**src/rtl/pipe_stage_reg.sv**
```systemverilog
// rtl/pipe_stage_reg.sv - valid/ready pipeline register with bubble counter; PIPE_SKID_EN adds a skid entry
module pipe_stage_reg #(
  parameter int DATA_W   = 32,
  parameter int CTRL_W   = 5,
  parameter int ADDR_W   = 5,
  parameter int NOP_CTRL = 0,
  parameter int CNT_W    = 16
) (
  input  logic              clk,
  input  logic              rst_n,
  input  logic              flush_i,
  input  logic              in_valid_i,
  output logic              in_ready_o,
  input  logic [DATA_W-1:0] op_a_i,
  input  logic [DATA_W-1:0] op_b_i,
  input  logic [CTRL_W-1:0] ctrl_i,
  input  logic [ADDR_W-1:0] waddr_i,
  output logic              out_valid_o,
  input  logic              out_ready_i,
  output logic [DATA_W-1:0] op_a_o,
  output logic [DATA_W-1:0] op_b_o,
  output logic [CTRL_W-1:0] ctrl_o,
  output logic [ADDR_W-1:0] waddr_o,
  output logic [CNT_W-1:0]  bubble_cnt_o
);

  localparam int BEAT_W = CTRL_W + ADDR_W + 2 * DATA_W;
  localparam logic [CTRL_W-1:0] NOP = CTRL_W'(NOP_CTRL);
  // An empty slot always holds the NOP beat so outputs read as a bubble.
  localparam logic [BEAT_W-1:0] IDLE_BEAT = {NOP, {(ADDR_W + 2 * DATA_W){1'b0}}};

  logic [BEAT_W-1:0] in_beat;
  logic [BEAT_W-1:0] main_q;
  logic              in_xfer;
  logic              out_xfer;

  assign in_beat  = {ctrl_i, waddr_i, op_b_i, op_a_i};
  assign in_xfer  = in_valid_i && in_ready_o;
  assign out_xfer = out_valid_o && out_ready_i;
  assign {ctrl_o, waddr_o, op_b_o, op_a_o} = main_q;

`ifdef PIPE_SKID_EN
  localparam logic [1:0] ST_EMPTY = 2'd0;
  localparam logic [1:0] ST_MAIN  = 2'd1;
  localparam logic [1:0] ST_FULL  = 2'd2;

  logic [1:0]        state;
  logic [1:0]        state_nxt;
  logic              ready_q;
  logic [BEAT_W-1:0] skid_q;

  assign out_valid_o = (state != ST_EMPTY);
  assign in_ready_o  = ready_q || flush_i;

  always_comb begin
    state_nxt = state;
    if (flush_i) begin
      state_nxt = ST_EMPTY;
    end else begin
      case (state)
        ST_EMPTY: if (in_xfer) state_nxt = ST_MAIN;
        ST_MAIN: begin
          if (in_xfer && !out_xfer)      state_nxt = ST_FULL;
          else if (!in_xfer && out_xfer) state_nxt = ST_EMPTY;
        end
        ST_FULL:  if (out_xfer) state_nxt = ST_MAIN;
        default:  state_nxt = ST_EMPTY;
      endcase
    end
  end

  always_ff @(posedge clk or negedge rst_n) begin
    if (!rst_n) begin
      state   <= ST_EMPTY;
      ready_q <= 1'b1;
      main_q  <= IDLE_BEAT;
      skid_q  <= IDLE_BEAT;
    end else begin
      state   <= state_nxt;
      ready_q <= (state_nxt != ST_FULL);
      if (flush_i) begin
        main_q <= IDLE_BEAT;
        skid_q <= IDLE_BEAT;
      end else begin
        case (state)
          ST_EMPTY: if (in_xfer) main_q <= in_beat;
          ST_MAIN: begin
            if (in_xfer && out_xfer) main_q <= in_beat;
            else if (in_xfer)        skid_q <= in_beat;
            else if (out_xfer)       main_q <= IDLE_BEAT;
          end
          ST_FULL: begin
            if (out_xfer) begin
              main_q <= skid_q;
              skid_q <= IDLE_BEAT;
            end
          end
          default: begin
            main_q <= IDLE_BEAT;
            skid_q <= IDLE_BEAT;
          end
        endcase
      end
    end
  end
`else
  logic valid_q;

  assign out_valid_o = valid_q;
  assign in_ready_o  = flush_i || !valid_q || out_ready_i;

  always_ff @(posedge clk or negedge rst_n) begin
    if (!rst_n) begin
      valid_q <= 1'b0;
      main_q  <= IDLE_BEAT;
    end else if (flush_i) begin
      valid_q <= 1'b0;
      main_q  <= IDLE_BEAT;
    end else if (in_xfer) begin
      valid_q <= 1'b1;
      main_q  <= in_beat;
    end else if (out_xfer) begin
      valid_q <= 1'b0;
      main_q  <= IDLE_BEAT;
    end
  end
`endif

  // Saturating; deliberately unaffected by flush.
  always_ff @(posedge clk or negedge rst_n) begin
    if (!rst_n) begin
      bubble_cnt_o <= '0;
    end else if (!out_valid_o && (bubble_cnt_o != {CNT_W{1'b1}})) begin
      bubble_cnt_o <= bubble_cnt_o + 1'b1;
    end
  end

endmodule
```
**config.mk**
```make
export PLATFORM = sky130hd
export DESIGN_NAME = pipe_stage_reg
export DESIGN_NICKNAME = d
export VERILOG_FILES = /design/src/rtl/pipe_stage_reg.sv
export SDC_FILE = /design/constraint.sdc
export NUM_CORES = 1
export LEC_CHECK = 0
export CAP_MARGIN = 20
export CORE_MARGIN = 2
export CORE_UTILIZATION = 40
export DETAILED_ROUTE_END_ITERATION = 8
export PLACE_DENSITY_LB_ADDON = 0.12
export SYNTH_ARGS = -nofsm -noshare
export SYNTH_HDL_FRONTEND = slang
export SYNTH_SLANG_ARGS = --single-unit
```
**constraint.sdc**
```tcl
create_clock -name clk -period 1.9 [get_ports clk]
set_input_delay 0.19 -clock clk [delete_from_list [all_inputs] [get_ports clk]]
set_output_delay 0.19 -clock clk [all_outputs]
set_load 0.1 [all_outputs]
```
== Word-level counts from Yosys, hierarchy flattened ==
Index checks and enable logic that the tools add are counted.

* Add/sub/neg operators: 1
* $mul: 0
* Divide/modulo/power cells: 0
* Order comparisons: 0
* Equality and inequality tests: 1
* Shifts and indexed selects: 0
* Muxes and demuxes: 6
* Bitwise logic cells: 0
* Reduce and logical (&&, ||, !) cells: 7

{| class="wikitable"
|+ Operator list
! operator !! number
|-
| 74-bit two-way mux || 3
|-
| 16-bit by 1-bit adder with 16-bit output (second input constant) || 1
|-
| 16-bit inequality test (second input constant) || 1
|-
| 1-bit logical AND || 3
|-
| 1-bit two-way mux || 3
|-
| 3-bit nonzero test || 1
|-
| 1-bit logical OR || 2
|-
| 1-bit zero test || 1
|}

* Register bits: 91
* Bits in latches: 0
* Bits in writable memories: 0
* ROM bits: 0
* Bits of input ports: 79
* Output and inout port bits: 92
* Word-level logic and storage cells: 18
* Memories kept: 0

== Logic depth before layout (Yosys ltp) ==
Gate-level depths: netlist of the first run.

* Word-level depth: 6
* Gate-level depth with buffers: 5
* Gate-level depth less buffers: 5

== Worst setup path before layout of the first run ==
OpenSTA, ideal clock, no wires.

* Path kind: reg2reg
* Start: register valid_q, in the netlist out_valid_o
* End: register valid_q, in the netlist out_valid_o
* Library setup time: 0.094 ns
* Arrival: 2.271 ns
* Data required time: 1.806 ns
* Path slack: -0.465 ns
* Stages on the path, launching flop included: 3
* Path buffers: 0
* Period minus slack after synthesis: 2.365 ns
* Path through: dfrtp_1 -> nand3b_1 -> nand2_1

* Word-level cells in the longest chain between the ends: 6
* Elaborated cells on any way between the ends: 8
* Those cells by class: mux: 2; reduce/logical: 6

{| class="wikitable"
|+ RTL lines
! element !! RTL line !! RTL
|-
| start, declared || 107 || <nowiki>logic valid_q;</nowiki>
|-
| start signal, assigned || 114 || <nowiki>valid_q <= 1'b0;</nowiki>
|-
| start signal, assigned || 117 || <nowiki>valid_q <= 1'b0;</nowiki>
|-
| start signal, assigned || 120 || <nowiki>valid_q <= 1'b1;</nowiki>
|-
| 1-bit zero test * || 110 || <nowiki>assign in_ready_o = flush_i || !valid_q || out_ready_i;</nowiki>
|-
| 1-bit logical OR * (2 in series) || 110 ||
|-
| via in_ready_o || 13 || <nowiki>output logic in_ready_o,</nowiki>
|-
| 1-bit logical AND * || 38 || <nowiki>assign in_xfer = in_valid_i && in_ready_o;</nowiki>
|-
| 1-bit two-way mux || 119 || <nowiki>end else if (in_xfer) begin</nowiki>
|-
| 1-bit two-way mux || 116 || <nowiki>end else if (flush_i) begin</nowiki>
|}

The timed path passes the listed nets; every way through them passes the cells marked *.
A chain may end at the register's enable or synchronous reset.

== Worst setup path after layout of the first run ==
* Start: register bubble_cnt_o[0]
* End: register bubble_cnt_o[1]

* Word-level cells in the longest chain between the ends: 2
* Elaborated cells on any way between the ends: 3
* Those cells by class: add/sub: 1; eq/ne: 1; reduce/logical: 1

{| class="wikitable"
|+ RTL lines
! element !! RTL line !! RTL
|-
| start, declared || 24 || <nowiki>output logic [CNT_W-1:0] bubble_cnt_o</nowiki>
|-
| start signal, assigned || 134 || <nowiki>bubble_cnt_o <= bubble_cnt_o + 1'b1;</nowiki>
|-
| branches (longest 2 deep; another with 16-bit by 1-bit adder with 16-bit output) || n/a ||
|}

Parallel ways; which one is timed is not known.

==> results of run 1 <==
per-stage QoR:
step | setup TNS (ns) | util, % | worst slack (ns)
final | 0 | 64.5 | 0.101
after global routing | 0 | 64.5 | 0.0374
after CTS | 0 | 64.5 | 0.0917
after detailed placement | 0 | 61.8 | 0.107
after global placement | 0 | 61.8 | 0.143
after floorplan | -0.0313 | - | -0.0313
cells by family after synthesis:
family | count (synthesis) | share of synthesized area (%)
DFF | 91 | 66.6
AOI/OAI and AO/OA | 79 | 20.3
and+or+nand+nor | 38 | 6.40
buffers and inverters | 17 | 2.38
xor gates and xnor gates | 13 | 3.33
muxes | 2 | 0.658
adders and majority gates | 1 | 0.366
path summary, 6_finish.rpt:
path | slack, ns | endpoint
worst min register to register | 0.51 | main_q[46]
max in group asynchronous | 0.98 | main_q[49]
worst max register to register | 0.10 | bubble_cnt_o[1]
min in group clk | 0.44 | main_q[5]
worst min-delay path | 0.35 | main_q[59]
worst max-delay path | 0.10 | bubble_cnt_o[1]
per-layer routing:
layer / up-vias / GRT usage [%] / routed length (um)
li1: 1262 / - / -
met1: 1329 / 23.8 / 3670
met2: 102 / 28.4 / 4070
met3: 10 / 5.28 / 672
met4: 0 / 6.92 / 95
met5: - / 0 / 0
state kept, by name, summed over array words and instances (netlist names):
signal,count
out_valid_o,1
main_q,74
bubble_cnt_o,16
worst reg2reg max path, cell delays in order, from the launching register on:
cell	delay (ns)
dfrtp_4	0.51
ha_1	0.23
and3_2	0.23
a41oi_4	0.35
mux2_2	0.37
repair_timing:
| item | 4_1_cts | 5_1_grt |
|---|---|---|
| setup buffers | 0 | 0 |
| endpoints found under the hold margin | 35 | 0 |
| hold buffers | 1 | 0 |
cells in the mapped netlist (2+ instances only):
| cell | count | area [sq um] |
|---|---|---|
| a31oi_1 | 2 | 12.5 |
| a22o_1 | 74 | 648 |
| xnor2_1 | 9 | 78.8 |
| buf_4 | 2 | 15.0 |
| and4_1 | 4 | 35.0 |
| nor3_1 | 2 | 10.0 |
| nand2b_1 | 2 | 12.5 |
| buf_1 | 4 | 15.0 |
| nor2_1 | 6 | 22.5 |
| dfrtp_1 | 91 | 2280 |
| nand3b_1 | 2 | 15.0 |
| clkbuf_1 | 2 | 7.51 |
| xor2_1 | 4 | 35.0 |
| buf_2 | 8 | 40.0 |
| mux2_2 | 2 | 22.5 |
| nand2_1 | 7 | 26.3 |
| nand3_1 | 3 | 15.0 |
| nor2b_1 | 2 | 12.5 |
| nand4_1 | 7 | 43.8 |
final cells by class:
| cell class | instances | area share (%) |
|---|---|---|
| multi-input cells | 133 | 20.5 |
| repair buffers | 178 | 29.7 |
| inverters | 1 | 0.0705 |
| clock inverters | 5 | 1.15 |
| well taps | 105 | 2.47 |
| flip-flops and latches | 91 | 43.3 |
| clock buffers | 11 | 2.84 |
power breakdown:
part	switching (mW)	leakage, nW	internal (mW)	total, mW
clock network	0.656	0.109	0.685	1.34
logic	1.61	1.26	0.549	2.16
registers	0.189	1.19	2.14	2.33
total	2.46	2.56	3.37	5.83
==> results.md, run 1 <==
* WS Path Type: reg -> reg
* 1st-iter DRT viols at 88
* Crit path depth at 4
* Placed Area at 5100 sq um
* RSZ-0062 raised after global routing: false
* Via Count at 2703
* Number of synthesized flops with an enable pin at 0
* Total design power at 5.83 mW
* Die W at 96.5 um
* Ant diodes at 0
* Final Hold Viols at 0
* Setup violators final at 0
* Critical path endpoint category: flip-flop
* First-pass GRT wire length at 12.8 mm
* Gpl congestion at 0.864
* Layout area overhead at 55.7%
* Most common cell after layout, fill and taps aside: buf_4
* GRT overflow at 0
* Slew margin rel. at 67.7%
* Critical Path Start Type: flip-flop
* Via density at 5.16
* Worst-margin pin slew at 0.484 ns
* Final Cycle Share at 94.7%
* Vias in the first global route at 2606
* Sequential Area at 2300 sq um
* CP max-delay cell: dfrtp_4
* Max-slew violations at 0
* Post-synthesis register bit count at 91
* Row cnt at 33
* Core footprint at 8260 sq um
* F_max at 556 MHz
* Avg Cell Area, Syn at 14.2 sq um
* LEAKAGE at 2.56 nW
* H-Tree Depth at 3
* Setup Skew at 0.0125 ns
* Required @ worst endpoint at 2.13 ns
* Worst Hold Slack at 0.354 ns
* Die height at 96.5 um
* R2R depth at 4
* Clock Latency Late Sink at 0.34 ns
* Initial antenna violation count at 0
* GRT Total Usage at 18.1%
* Multi-input gate area at 1090 sq um
* Syn Nets at 321
* Worst Path Buf+Inv at 0
* Synth Instances at 241
* Worst reg2reg path startpoint: bubble_cnt_o[0]
* Die area at 9310 sq um
* Initial Utilization at 41.4%
* Worst vdd ir at 0.000463 V
* Top Family by Delay on Critical Path: flip-flops
* Min Tclk post-route at 1.80 ns
* Layout Cells excl Fill at 524
* Top FF cell, synth: dfrtp_1
* Outcome: finished, final reports clean
* CP Data Arrival Time at 2.03 ns
* Clk root buf: clkbuf_8
* Worst-path cell chain: ha_1 -> and3_2 -> a41oi_4 -> mux2_2
* TritonCTS clock tree: done
* Detailed Place HPWL at 6.16 mm
* Crit-path max cell delay at 0.51 ns
* Crit path max fanout at 9
* Layout cells sized above 1 at 33.4%
* CTS clk-pin slew, worst paths at 0.09 ns
* Synth warn at 0
* Top Ports at 171
* Final antenna-violating net count at 0
* Final Instance Area at 5330 sq um
* Largest net degree at the start of global routing at 66
* Post-synth ARST share at 100%
* Number of remaining DRC errors at 0
* Setup crit start: bubble_cnt_o[0]
* Pre-Repair DR Iteration Count at 4
* HP Class: in -> async
* Routed WL at 8.51 mm
* Post-synth cell types at 27
* # nets final at 494
* DP Cell Count at 507
* Seq/Total Area, Yosys at 66.6%
* Post-Syn Area at 3420 sq um
* Most frequent cells in the layout: buf_4, clkdlybuf4s50_1, a22o_1, dfrtp_1, dfrtp_2
* Drt wl/cell at 16.2 um
* MaxCap Viol Count at 0
* Port bufs at 170
* CTS Buf Count at 9
* P per Cell Area at 1090 nW/um^2
* Clk sink count at 91
* Clock Tree Buf Depth at 2
* FILL cells at 637
* CTS resizes at 0
No activity file was read; power rests on OpenSTA's default activity.
==> run 2: changes to the inputs <==
--- a/config.mk
+++ b/config.mk
@@ -9,6 +9,7 @@
 export CORE_MARGIN = 2
 export CORE_UTILIZATION = 40
 export DETAILED_ROUTE_END_ITERATION = 8
+export GPL_TIMING_DRIVEN = 0
 export PLACE_DENSITY_LB_ADDON = 0.12
 export SYNTH_ARGS = -nofsm -noshare
 export SYNTH_HDL_FRONTEND = slang
==> constraint.sdc (replaced) <==
create_clock -name clk -period 1.9 [get_ports clk]
set_input_delay 0.285 -clock clk [delete_from_list [all_inputs] [get_ports clk]]
set_output_delay 0.285 -clock clk [all_outputs]
set_load 0.1 [all_outputs]
==> results.md, run 2 (synthesized netlist as in run 1, its figures left out) <==
* Outcome: finished, final reports clean
* Via density at 5.13
* DP Cell Count at 517
* Placement Setup Slack at -0.490 ns
* Number of remaining DRC errors at 0
* CTS Buf Count at 9
* Pre-Repair DR Iteration Count at 4
* Layout cells sized above 1 at 15.9%
* GRT overflow at 0
* GRT Total Usage at 19.1%
* Final Hold Viols at 0
* # nets final at 504
* LEAKAGE at 2.68 nW
* 1st-iter DRT viols at 98
* Die area at 9310 sq um
* Most common cell after layout, fill and taps aside: clkdlybuf4s50_1
* Final Instance Area at 5460 sq um
* Net Sw Frac at 40.7%
* CP max-delay cell: dlygate4sd2_1
* Most frequent cells in the layout: clkdlybuf4s50_1, a22o_1, dfrtp_1, dlygate4sd2_1, dfrtp_2
* Required @ worst endpoint at 1.62 ns
* Initial Utilization at 41.4%
* Total design power at 5.99 mW
* Setup Skew at 0.00951 ns
* Core footprint at 8260 sq um
* RSZ-0062 raised after global routing: false
* Worst-path cell chain: dlygate4sd2_1
* Clock Tree Buf Depth at 2
* Initial antenna violation count at 0
* TritonCTS clock tree: done
* Clk sink count at 91
* CTS clk-pin slew, worst paths at 0.09 ns
* Largest net degree at the start of global routing at 56
* Gpl congestion at 0.806
* Crit path max fanout at 2
* Layout area overhead at 59.7%
* Final Util at 66.2%
* P per Cell Area at 1100 nW/um^2
* Top Family by Delay on Critical Path: buffers and inverters
* Vias in the first global route at 2755
* Die W at 96.5 um
* Die height at 96.5 um
* Slew margin rel. at 34.2%
* Via Count at 2737
* Clock power frac at 26.0%
* Top Ports at 171
* H-Tree Depth at 3
* Worst vdd ir at 0.000455 V
* Critical Path Start Type: flip-flop
* Gate power share at 35.4%
* Setup TNS at 0 ns
* Routed WL at 8.99 mm
* CP Data Arrival Time at 1.58 ns
* First-pass GRT wire length at 13.5 mm
* Sequential Power Share at 38.6%
* Crit-path max cell delay at 0.88 ns
* Port bufs at 170
* MaxCap Viol Count at 0
* Switch Pwr at 2.44 mW
* Worst-margin pin slew at 0.991 ns
* Ant diodes at 0
* Worst Hold Slack at 0.440 ns
* Slack of the critical path at 0.0353 ns
* Final antenna-violating net count at 0
* Row cnt at 33
* Max reg flops at 74
* Detailed Place HPWL at 6.59 mm
* F_max at 536 MHz
* Clock Latency Late Sink at 0.34 ns
* Setup violators final at 0
* Worst Path Buf+Inv at 1
* Top reg by flops: main_q
* WS Path Type: reg -> out
* Drt wl/cell at 16.8 um
* Layout Cells excl Fill at 534
* Max-slew violations at 0
* Min Tclk post-route at 1.86 ns
* Setup repair bufs after CTS at 0
* Placed Area at 5320 sq um
* Final Cycle Share at 98.1%
* Int Power at 3.55 mW
* Clk root buf: clkbuf_8
* Critical path endpoint category: output pin
* HP Class: in -> async
==> run 2: power groups by stage <==
| stage | combinational (mW) | clock [mW] | sequential (mW) |
|---|---|---|---|
| 2_1_floorplan | 0.295 | 0 | 3.60 |
| 3_3_place_gp | 2.21 | 0 | 2.35 |
| 3_5_place_dp | 2.24 | 0 | 2.35 |
| 4_1_cts | 2.14 | 1.59 | 2.31 |
| 5_1_grt | 2.20 | 1.65 | 2.35 |
| 6_report | 2.12 | 1.56 | 2.32 |
==> run 2: area by class of cell <==
| cell class | instances | area, sq um |
|---|---|---|
| Multi-Input combinational cell | 133 | 1070 |
| Clock buffer | 12 | 145 |
| Inverter | 1 | 3.75 |
| Timing Repair Buffer | 172 | 1630 |
| Sequential cell | 91 | 2300 |
| Fill cell | 638 | 2800 |
| Buffer | 16 | 77.6 |
| Tap cell | 105 | 131 |
| Clock inverter | 4 | 97.6 |
==> run 2: per-layer routing <==
layer / vias up / share of wire [%] / wire length [um] / GRT usage, %
met2: 105 / 48 / 4360 / 31.4
met3: 12 / 6.9 / 624 / 5.04
met1: 1338 / 43 / 3860 / 24.2
met5: - / 0 / 0 / 0
met4: 0 / 1.6 / 142 / 7.75
li1: 1282 / - / - / -
==> run 2: timing repair <==
item	CTS	global route
hold endpoints to repair	36	0
resized for setup	121	23
endpoints found under the setup margin	92	23
pin swaps	0	0
hold buffers	1	0
==> run 2: final timing paths <==
| check | slack, ns | depth (start not counted) | end | start |
|---|---|---|---|---|
| worst max-delay path | 0.04 | 1 | op_a_o[2] | main_q[2] |
| worst min-delay path | 0.44 | 2 | bubble_cnt_o[13] | rst_n |
| worst max register to register | 0.10 | 4 | bubble_cnt_o[1] | bubble_cnt_o[0] |
| worst min register to register | 0.50 | 1 | bubble_cnt_o[15] | bubble_cnt_o[15] |
| max in group asynchronous | 0.80 | 3 | bubble_cnt_o[0] | rst_n |
| min in group clk | 0.50 | 1 | bubble_cnt_o[15] | bubble_cnt_o[15] |
==> run 2: worst reg2reg max path: cells and delay by family, from the launching register on <==
kind,cells,cell delay (ns)
DFF,1,0.51
muxes,1,0.37
adders and majority gates,1,0.23
and+or+nand+nor,1,0.23
AOI/OAI and AO/OA,1,0.37
==> run 3: changes to the inputs <==
--- a/config.mk
+++ b/config.mk
@@ -7,7 +7,7 @@
 export LEC_CHECK = 0
 export CAP_MARGIN = 20
 export CORE_MARGIN = 2
-export CORE_UTILIZATION = 40
+export CORE_UTILIZATION = 35
 export DETAILED_ROUTE_END_ITERATION = 8
 export GPL_TIMING_DRIVEN = 0
 export PLACE_DENSITY_LB_ADDON = 0.12
==> results.md, run 3 (synthesized netlist as in run 1, its figures left out) <==
* P per Cell Area at 1030 nW/um^2
* Die area at 10600 sq um
* Clk sink count at 91
* Die W at 103 um
* Crit path max fanout at 2
* Initial antenna violation count at 0
* Layout Cells excl Fill at 562
* Total design power at 5.63 mW
* Worst Path Buf+Inv at 1
* Layout area overhead at 60.2%
* R2R depth at 4
* Row cnt at 36
* CP Data Arrival Time at 1.57 ns
* CTS clk-pin slew, worst paths at 0.09 ns
* DP Cell Count at 545
* Setup crit start: main_q[37]
* Port bufs at 170
* Clock Tree Buf Depth at 2
* Clk root buf: clkbuf_8
* H-Tree Depth at 3
* Worst-margin pin slew at 1.00 ns
* Most frequent cells in the layout: clkdlybuf4s50_1, a22o_1, dfrtp_1, dlygate4sd2_1, clkdlybuf4s15_1
* RSZ-0062 raised after global routing: false
* Worst-path cell chain: dlygate4sd2_1
* TritonCTS clock tree: done
* Layout cells sized above 1 at 16.1%
* Final Hold Viols at 0
* Min Tclk post-route at 1.86 ns
* Setup Skew at 0.0118 ns
* Vias in the first global route at 2742
* Setup violators final at 0
* WS Path Type: reg -> out
* LEAKAGE at 2.59 nW
* Via Count at 2696
* Via density at 4.80
* Most common cell after layout, fill and taps aside: clkdlybuf4s50_1
* Critical path endpoint category: output pin
* Final antenna-violating net count at 0
* Die height at 103 um
* Met2 wire length at 4.13 mm
* # nets final at 504
* Slew margin rel. at 33.5%
* FF-to-FF End: bubble_cnt_o[1]
* CP max-delay cell: dlygate4sd2_1
* GRT overflow at 0
* Max-slew violations at 0
* DR WL met3 at 616 um
* HP Class: in -> async
* Critical Path Start Type: flip-flop
* GRT Total Usage at 16.5%
* Reg2reg setup slack at 0.08 ns
* Gpl congestion at 0.702
* Final Instance Area at 5480 sq um
* F_max at 539 MHz
* Largest net degree at the start of global routing at 58
* Worst vdd ir at 0.000613 V
* Setup repair bufs after CTS at 0
* Required @ worst endpoint at 1.62 ns
* Ant diodes at 0
* Outcome: finished, final reports clean
* Crit path depth at 1
* Core footprint at 9640 sq um
* Top Ports at 171
* First-pass GRT wire length at 13.5 mm
* Uppermost layer routed: met4
* Met1 WL at 3.97 mm
* Routed WL at 8.83 mm
* CTS Buf Count at 9
* Top Family by Delay on Critical Path: buffers and inverters
* Detailed Place HPWL at 6.45 mm
* Final Cycle Share at 97.7%
* Pre-Repair DR Iteration Count at 4
* Clock Latency Late Sink at 0.34 ns
* Initial Utilization at 35.5%
* 1st-iter DRT viols at 60
* Worst reg2reg path startpoint: bubble_cnt_o[0]
* Number of remaining DRC errors at 0
* Max reg flops at 74
* Placed Area at 5350 sq um
* Crit-path max cell delay at 0.88 ns
* Drt wl/cell at 15.7 um
* Top reg by flops: main_q
* MaxCap Viol Count at 0
-- run 3: how the worst max path moves through the flow --
stage	to
5_1_grt	op_a_o[19]
2_1_floorplan	out_valid_o
3_3_place_gp	bubble_cnt_o[1]
4_1_cts	bubble_cnt_o[12]
6_report	op_b_o[5]
3_5_place_dp	in_ready_o
-- run 3: metrics by stage --
stage | setup slack [ns] | utilization [%] | TNS (ns) | hold WS, ns
final | 0.0430 | 56.9 | 0 | 0.429
after floorplan | -0.0313 | - | -0.0313 | -0.0106
after CTS | 0.000434 | 56.7 | 0 | 0.427
after global placement | -3.39 | 55.3 | -263.39 | 0.487
after detailed placement | -0.495 | 55.5 | -4.73 | 0.281
after global routing | 0.000263 | 56.9 | 0 | 0.464
-- run 3: routing by layer --
layer	vias up	track usage, %
met3	12	4.47
met2	100	25.2
met1	1302	22.5
li1	1282	-
met5	-	0
met4	0	6.38
-- run 3: area by class of cell --
class                   count  area [sq um]
plain buffers              16          77.6
clock buffers              11           141
clock inverters             5          37.5
fillers                   873          4160
inverters                   1          3.75
multi-input cells         133          1070
flip-flops and latches     91          2300
well taps                 133           166
repair buffers            172          1680
-- run 3: power breakdown --
group / internal (mW) / switching [mW] / leakage [nW]
clock network: 0.517 / 0.664 / 0.0859
logic: 0.524 / 1.61 / 1.31
registers: 2.14 / 0.180 / 1.19
total: 3.18 / 2.45 / 2.59
-- run 3: timing repair --
item | 4_1_cts | 5_1_grt
hold endpoints to repair | 34 | 0
gates resized for setup | 124 | 42
endpoints found under the setup margin | 92 | 42
hold buffers | 1 | 0
pin swaps | 0 | 0
